### config.mk
export PLATFORM = sky130hd
export DESIGN_NAME = stream_packetizer
export DESIGN_NICKNAME = d
export VERILOG_FILES = /design/src/rtl/stream_packetizer_pkg.sv /design/src/rtl/stream_pkt_idle_timer.sv /design/src/rtl/stream_packetizer.sv
export SDC_FILE = /design/constraint.sdc
export NUM_CORES = 1
export LEC_CHECK = 0
export ABC_AREA = 1
export BUFFER_PORTS_ARGS = -buffer_cell sky130_fd_sc_hd__buf_2
export CORE_ASPECT_RATIO = 1.2
export CORE_UTILIZATION = 60
export DETAILED_ROUTE_END_ITERATION = 7
export PLACE_DENSITY = 0.76
export SYNTH_ARGS = -nofsm -noshare
export SYNTH_HDL_FRONTEND = slang
export SYNTH_SLANG_ARGS = --single-unit
### constraint.sdc
create_clock -name clk -period 3.6 [get_ports clk]
set_input_delay 0.54 -clock clk [delete_from_list [all_inputs] [get_ports clk]]
set_output_delay 0.54 -clock clk [all_outputs]
set_load 0.05 [all_outputs]
### src/rtl/stream_packetizer_pkg.sv
// stream_packetizer_pkg: FSM states, header layout and default magic for the packetizer.
package stream_packetizer_pkg;
  typedef enum logic [1:0] {COLLECT, HEADER, PAYLOAD, TRAILER} pkt_state_t;
  localparam int HDR_MAGIC_LSB = 16;
  localparam int HDR_SEQ_LSB = 8;
  localparam int HDR_COUNT_LSB = 0;
  localparam logic [15:0] HDR_MAGIC_DEFAULT = 16'hA5C3;
  function automatic logic [31:0] pkt_header(input logic [15:0] magic, input logic [7:0] seq, input logic [7:0] cnt);
    return (32'(magic) << HDR_MAGIC_LSB) | (32'(seq) << HDR_SEQ_LSB) | (32'(cnt) << HDR_COUNT_LSB);
  endfunction
endpackage

### src/rtl/stream_pkt_idle_timer.sv
// stream_pkt_idle_timer: saturating idle counter, expired while it sits at TIMEOUT-1.
module stream_pkt_idle_timer #(
  parameter int TIMEOUT = 1024
) (
  input  logic clk,
  input  logic rst,
  input  logic clr,
  input  logic en,
  output logic expired
);
  localparam int TW = $clog2(TIMEOUT);
  logic [TW-1:0] t;
  assign expired = t == TW'(TIMEOUT - 1);
  always_ff @(posedge clk or posedge rst)
    if (rst) t <= '0;
    else t <= clr ? '0 : (en && !expired) ? t + 1'b1 : t;
endmodule

### src/rtl/stream_packetizer.sv
// stream_packetizer: buffers input words and emits header, payload, XOR trailer packets.
module stream_packetizer
  import stream_packetizer_pkg::*;
#(
  parameter int INT_DATA_WIDTH = 32,
  parameter int INT_PAYLOAD_WORDS = 8,
  parameter int INT_TIMEOUT_CYCLES = 1024,
  parameter logic [15:0] INT_HEADER_MAGIC = HDR_MAGIC_DEFAULT
) (
  input  logic                      clk,
  input  logic                      rst,
  input  logic [INT_DATA_WIDTH-1:0] i_data,
  input  logic                      i_valid,
  output logic                      o_ready,
  output logic [INT_DATA_WIDTH-1:0] o_data,
  output logic                      o_valid,
  input  logic                      i_dready,
  output logic                      o_last,
  output logic [7:0]                o_seq
);
  localparam int DW = INT_DATA_WIDTH;
  localparam int CW = $clog2(INT_PAYLOAD_WORDS + 1);
  localparam int IW = INT_PAYLOAD_WORDS > 1 ? $clog2(INT_PAYLOAD_WORDS) : 1;
  pkt_state_t state;
  logic [CW-1:0] cnt, idx, cnt_nxt, idx_nxt;
  logic [7:0] seq;
  logic [DW-1:0] csum, csum_nxt, hdr;
  logic [DW-1:0] buffer [INT_PAYLOAD_WORDS];
  logic acc, expired, flush;
  assign o_seq = seq;
  assign acc = i_valid && o_ready;
  assign cnt_nxt = cnt + CW'(acc);
  assign idx_nxt = idx + 1'b1;
  assign csum_nxt = csum ^ o_data;
  assign hdr = DW'(pkt_header(INT_HEADER_MAGIC, seq, 8'(cnt_nxt)));
  // An accept always counts as activity, so it only flushes when it fills the buffer.
  assign flush = state == COLLECT && (acc ? cnt_nxt == CW'(INT_PAYLOAD_WORDS) : cnt != '0 && expired);
  stream_pkt_idle_timer #(.TIMEOUT(INT_TIMEOUT_CYCLES)) u_timer (
    .clk(clk),
    .rst(rst),
    .clr(state != COLLECT || acc),
    .en(cnt != '0),
    .expired(expired)
  );
  always_ff @(posedge clk)
    if (acc) buffer[cnt[IW-1:0]] <= i_data;
  always_ff @(posedge clk or posedge rst)
    if (rst) begin
      state <= COLLECT;
      cnt <= '0;
      idx <= '0;
      seq <= '0;
      csum <= '0;
      o_data <= '0;
      o_valid <= 1'b0;
      o_last <= 1'b0;
      o_ready <= 1'b0;
    end else begin
      case (state)
        COLLECT: begin
          cnt <= cnt_nxt;
          o_ready <= !flush;
          if (flush) begin
            state <= HEADER;
            o_valid <= 1'b1;
            o_data <= hdr;
            csum <= hdr;
          end
        end
        HEADER: if (i_dready) begin
          state <= PAYLOAD;
          idx <= '0;
          o_data <= buffer[0];
        end
        PAYLOAD: if (i_dready) begin
          csum <= csum_nxt;
          idx <= idx_nxt;
          o_data <= idx_nxt == cnt ? csum_nxt : buffer[idx_nxt[IW-1:0]];
          o_last <= idx_nxt == cnt;
          if (idx_nxt == cnt) state <= TRAILER;
        end
        TRAILER: if (i_dready) begin
          state <= COLLECT;
          o_valid <= 1'b0;
          o_last <= 1'b0;
          o_ready <= 1'b1;
          cnt <= '0;
          seq <= seq + 1'b1;
        end
        default: state <= COLLECT;
      endcase
    end
endmodule

==> flow_metrics.env <==
export IMPL_syn_nets=1697
export IMPL_fmax_mhz=351.7
export IMPL_global_route_wire_length_before_repair_um=59420
export IMPL_first_global_vias=11100
export IMPL_synth_ff_latch_count=351
export IMPL_syn_cell_area_mm2=0.01591
export IMPL_max_clock_path_buffers=3
export IMPL_fp_row_count=64
export IMPL_max_slew_violation_total_from_the_final_report=0
export IMPL_max_slew_margin_rel=0.3195
export IMPL_yosys_cell_types_count=34
export IMPL_area_growth_syn_to_layout_pct=11.55
export IMPL_cts_sinks=351
export IMPL_num_nets_final=1755
export IMPL_multiInputGateArea_mm2=0.005116
export IMPL_antenna_violating_nets_post_route=0
export IMPL_timing_critical_path_required_ns=4.05
export IMPL_clock_tree_root_cell="sky130_fd_sc_hd__clkbuf_16"
export IMPL_clock_power_share=0.214
export IMPL_initial_standard_cell_utilization_of_the_core=0.6170
export IMPL_seq_power_share=0.331
export IMPL_power_dens_cells_mw_per_mm2=963.5
export IMPL_fin_crit_sh=0.7899
export IMPL_detailedRoute_firstPassIterationCount=6
export IMPL_cp_arrival_ns=3.29
export IMPL_final_layout_size_suffix_gt1_frac=0.1215
export IMPL_ctsHoldBuffers=0
export IMPL_cts_made_buffers=36
export IMPL_power_total_w=0.01710
export IMPL_timing_hold_violations_final=0
export IMPL_dp_hpwl_um=22130
export IMPL_setup_tns_final_ns=0
export IMPL_place_congestion=0.9087
export IMPL_post_drt_wl_per_cell_um=18.07
export IMPL_layout_min_cycle_time_ns=2.843
export IMPL_clkSlewWorstSetupHoldPaths_ns=0.06
export IMPL_power_leakage_nw=7.609
export IMPL_fp_dieArea_mm2=0.02717
export IMPL_chip_height_um=180.4
export IMPL_post_synth_inst_count=1651
export IMPL_wirelength_um=37360
export IMPL_hold_class="input pin to asynchronous set/reset pin"
export IMPL_seq_area_frac_synth=0.6326
export IMPL_avgSynthCellArea_um2=9.637
export IMPL_reported_max_cap_violation_count=0
export IMPL_netSwitchingPower_w=0.007631
export IMPL_via_count=11730
export IMPL_critical_path_start_type="register"
export IMPL_fillerInstances=1895
export IMPL_maximum_vdd_drop_mv=1.123
export IMPL_grt_overflow_total=0
export IMPL_cts_setup_buffers=0
export IMPL_max_slew_worst_pin_slew_ns=1.021
export IMPL_crit_path_max_fanout=24
export IMPL_grt_setup_unrepaired="no"
export IMPL_grtUsageTotal=0.2854
export IMPL_detail_route_vias_per_cell=5.673
export IMPL_setup_violations_final=0
export IMPL_drt_iter0_drc=1072
export IMPL_critPathKind="register to register"
export IMPL_clock_insertion_delay_worst_skew_ns=0.53
export IMPL_maximum_number_of_pins_on_one_net_before_global_route_repair=109
export IMPL_cts_repair_resized=0
export IMPL_combPwrFrac=0.454
export IMPL_end_kind="register"
export IMPL_cts_h_tree_depth=2
export IMPL_tritoncts="built"
export IMPL_final_setup_skew_ns=0.02609
export IMPL_synthesis_yosys_warnings=0
export IMPL_internal_power_w=0.009468
export IMPL_worstRegToRegCells=13
export IMPL_grt_antenna_before_repair=2
export IMPL_port_buffer_count=78
export IMPL_fp_coreArea_mm2=0.02578
export IMPL_run_status="completed"
export IMPL_remaining_drc_errors=0
export IMPL_storage_cell_area_mm2=0.01007
export IMPL_die_width_um=150.7
export IMPL_io_pins=79
export IMPL_power_share_switching=0.4463
flip-flops by register name, summed over array words and instances, names as in the netlist:
register   flops
buffer       256
csum          32
o_data        32
u_timer.t     10
o_seq          8
cnt            4
idx            4
state          2
o_last         1
o_ready        1
o_valid        1
cell usage in the layout, fill, tap and decap left out:
cell	count
sky130_fd_sc_hd__a21oi_1	23
sky130_fd_sc_hd__a21oi_2	4
sky130_fd_sc_hd__buf_2	78
sky130_fd_sc_hd__buf_4	27
sky130_fd_sc_hd__bufinv_16	2
sky130_fd_sc_hd__clkbuf_1	6
sky130_fd_sc_hd__clkbuf_16	38
sky130_fd_sc_hd__clkbuf_8	4
sky130_fd_sc_hd__clkinv_1	6
sky130_fd_sc_hd__clkinv_2	10
sky130_fd_sc_hd__clkinv_8	1
sky130_fd_sc_hd__clkinvlp_4	1
sky130_fd_sc_hd__dfrtp_1	94
sky130_fd_sc_hd__dfrtp_4	1
sky130_fd_sc_hd__diode_2	2
sky130_fd_sc_hd__edfxtp_1	256
sky130_fd_sc_hd__ha_1	9
sky130_fd_sc_hd__ha_2	1
sky130_fd_sc_hd__inv_1	93
sky130_fd_sc_hd__inv_2	5
sky130_fd_sc_hd__nand2_1	634
sky130_fd_sc_hd__nand2_2	3
sky130_fd_sc_hd__nand3_1	193
sky130_fd_sc_hd__nand3_2	2
sky130_fd_sc_hd__nand4_1	14
sky130_fd_sc_hd__nor2_1	88
sky130_fd_sc_hd__nor2_2	1
sky130_fd_sc_hd__nor2_4	10
sky130_fd_sc_hd__nor3_1	4
sky130_fd_sc_hd__nor4_1	1
sky130_fd_sc_hd__o211ai_1	22
sky130_fd_sc_hd__o21a_1	1
sky130_fd_sc_hd__o21ai_0	30
sky130_fd_sc_hd__o21ai_1	2
sky130_fd_sc_hd__o22ai_1	5
sky130_fd_sc_hd__o31ai_1	2
sky130_fd_sc_hd__or2_2	23
sky130_fd_sc_hd__xnor2_1	32
sky130_fd_sc_hd__xor2_1	10
path summary, 6_finish.rpt:
| kind | startpoint | to | slack, ns |
|---|---|---|---|
| worst min register to register | csum[5]$_DFFE_PP0P_ | csum[5]$_DFFE_PP0P_ | 0.51 |
| max in group asynchronous | rst | idx[0]$_DFFE_PP0P_ | 2.58 |
| worst max-delay path | o_ready$_DFFE_PP0P_ | csum[10]$_DFFE_PP0P_ | 0.76 |
| min in group clk | i_data[15] | buffer[3][15]$_DFFE_PP_ | 0.29 |
| worst max register to register | o_ready$_DFFE_PP0P_ | csum[10]$_DFFE_PP0P_ | 0.76 |
| worst min-delay path | rst | o_data[18]$_DFFE_PP0P_ | 0.11 |
routing by layer:
layer | routed length, um | global-route usage
met5 | 0 | 0
met2 | 17550 | 0.4466
met3 | 3389 | 0.04177
met1 | 15560 | 0.4152
met4 | 860 | 0.08560
per-stage QoR:
step	hold WS, ns	std cells	worst slack (ns)	util	area, um^2
global route	0.1700	2067	0.5133	0.6882	17750
finish	0.1099	2068	0.7565	0.6883	17750
floorplan	0.4678	1651	0.5830	-	15910
global placement	0.4857	2001	0.7078	0.6427	16570
CTS	0.1425	2066	0.7942	0.6881	17740
detailed placement	0.4914	2001	0.5632	0.6427	16570
cell type report:
cell class	instances	share of cell area
inverters	101	0.02150
clock buffers	48	0.05795
well taps	330	0.02326
clock inverters	17	0.008037
diodes	2	0.0002820
repair buffers	105	0.03342
flip-flops and latches	351	0.5673
multi-input cells	1114	0.2883
worst max-delay path, stage by stage, from the launching register on:
cell and delay (ns):
sky130_fd_sc_hd__dfrtp_1 0.40, sky130_fd_sc_hd__nand2_1 0.07, sky130_fd_sc_hd__inv_1 0.12, sky130_fd_sc_hd__ha_1 0.24, sky130_fd_sc_hd__ha_1 0.29, sky130_fd_sc_hd__inv_1 0.12, sky130_fd_sc_hd__nand3_1 0.10, sky130_fd_sc_hd__nor2_1 0.10
sky130_fd_sc_hd__nand2_1 0.09, sky130_fd_sc_hd__nand3_2 0.21, sky130_fd_sc_hd__nand2_1 0.37, sky130_fd_sc_hd__inv_2 0.47, sky130_fd_sc_hd__nand2_1 0.10, sky130_fd_sc_hd__nand2_1 0.09
power groups by stage:
stage / sequential, W / clock [W] / combinational (W)
after floorplan: 0.00631 / 0 / 0.00500
after global placement: 0.00571 / 0 / 0.00747
after detailed placement: 0.00572 / 0 / 0.00763
after CTS: 0.00565 / 0.00372 / 0.00769
after global routing: 0.00573 / 0.00388 / 0.00858
final: 0.00566 / 0.00367 / 0.00777
cell usage after synthesis:
master / instances / area share
sky130_fd_sc_hd__nand2_1: 634 / 0.15
sky130_fd_sc_hd__edfxtp_1: 256 / 0.48
sky130_fd_sc_hd__nand3_1: 193 / 0.061
sky130_fd_sc_hd__nor2_1: 96 / 0.023
sky130_fd_sc_hd__dfrtp_1: 95 / 0.15
sky130_fd_sc_hd__inv_1: 95 / 0.022
sky130_fd_sc_hd__buf_2: 40 / 0.013
sky130_fd_sc_hd__xnor2_1: 32 / 0.018
sky130_fd_sc_hd__o21ai_0: 30 / 0.0094
sky130_fd_sc_hd__clkbuf_1: 26 / 0.0061
sky130_fd_sc_hd__a21oi_1: 23 / 0.0072
sky130_fd_sc_hd__or2_2: 23 / 0.0090
sky130_fd_sc_hd__o211ai_1: 22 / 0.010
sky130_fd_sc_hd__nand4_1: 14 / 0.0055
sky130_fd_sc_hd__buf_1: 12 / 0.0028
sky130_fd_sc_hd__ha_1: 10 / 0.0079
sky130_fd_sc_hd__xor2_1: 10 / 0.0055
sky130_fd_sc_hd__buf_6: 5 / 0.0035
sky130_fd_sc_hd__o22ai_1: 5 / 0.0020
sky130_fd_sc_hd__a21oi_2: 4 / 0.0022
sky130_fd_sc_hd__inv_2: 4 / 0.00094
sky130_fd_sc_hd__nor3_1: 4 / 0.0013
sky130_fd_sc_hd__nand2_2: 3 / 0.0012
sky130_fd_sc_hd__nand3_2: 2 / 0.0013
sky130_fd_sc_hd__nor2_4: 2 / 0.0014
sky130_fd_sc_hd__o21ai_1: 2 / 0.00063
sky130_fd_sc_hd__o31ai_1: 2 / 0.00094
sky130_fd_sc_hd__buf_4: 1 / 0.00047
sky130_fd_sc_hd__clkbuf_2: 1 / 0.00031
sky130_fd_sc_hd__clkinv_1: 1 / 0.00024
sky130_fd_sc_hd__clkinv_2: 1 / 0.00031
sky130_fd_sc_hd__nor2_2: 1 / 0.00039
sky130_fd_sc_hd__nor4_1: 1 / 0.00039
sky130_fd_sc_hd__o21a_1: 1 / 0.00047
cell families after synthesis:
group	share of synthesized area
AOI/OAI and AO/OA	0.03326
xor gates and xnor gates	0.02312
adders and majority gates	0.007864
buffers and inverters	0.04978
DFF	0.6326
and+or+nand+nor	0.2534
No activity file was read; power rests on OpenSTA's default activity.
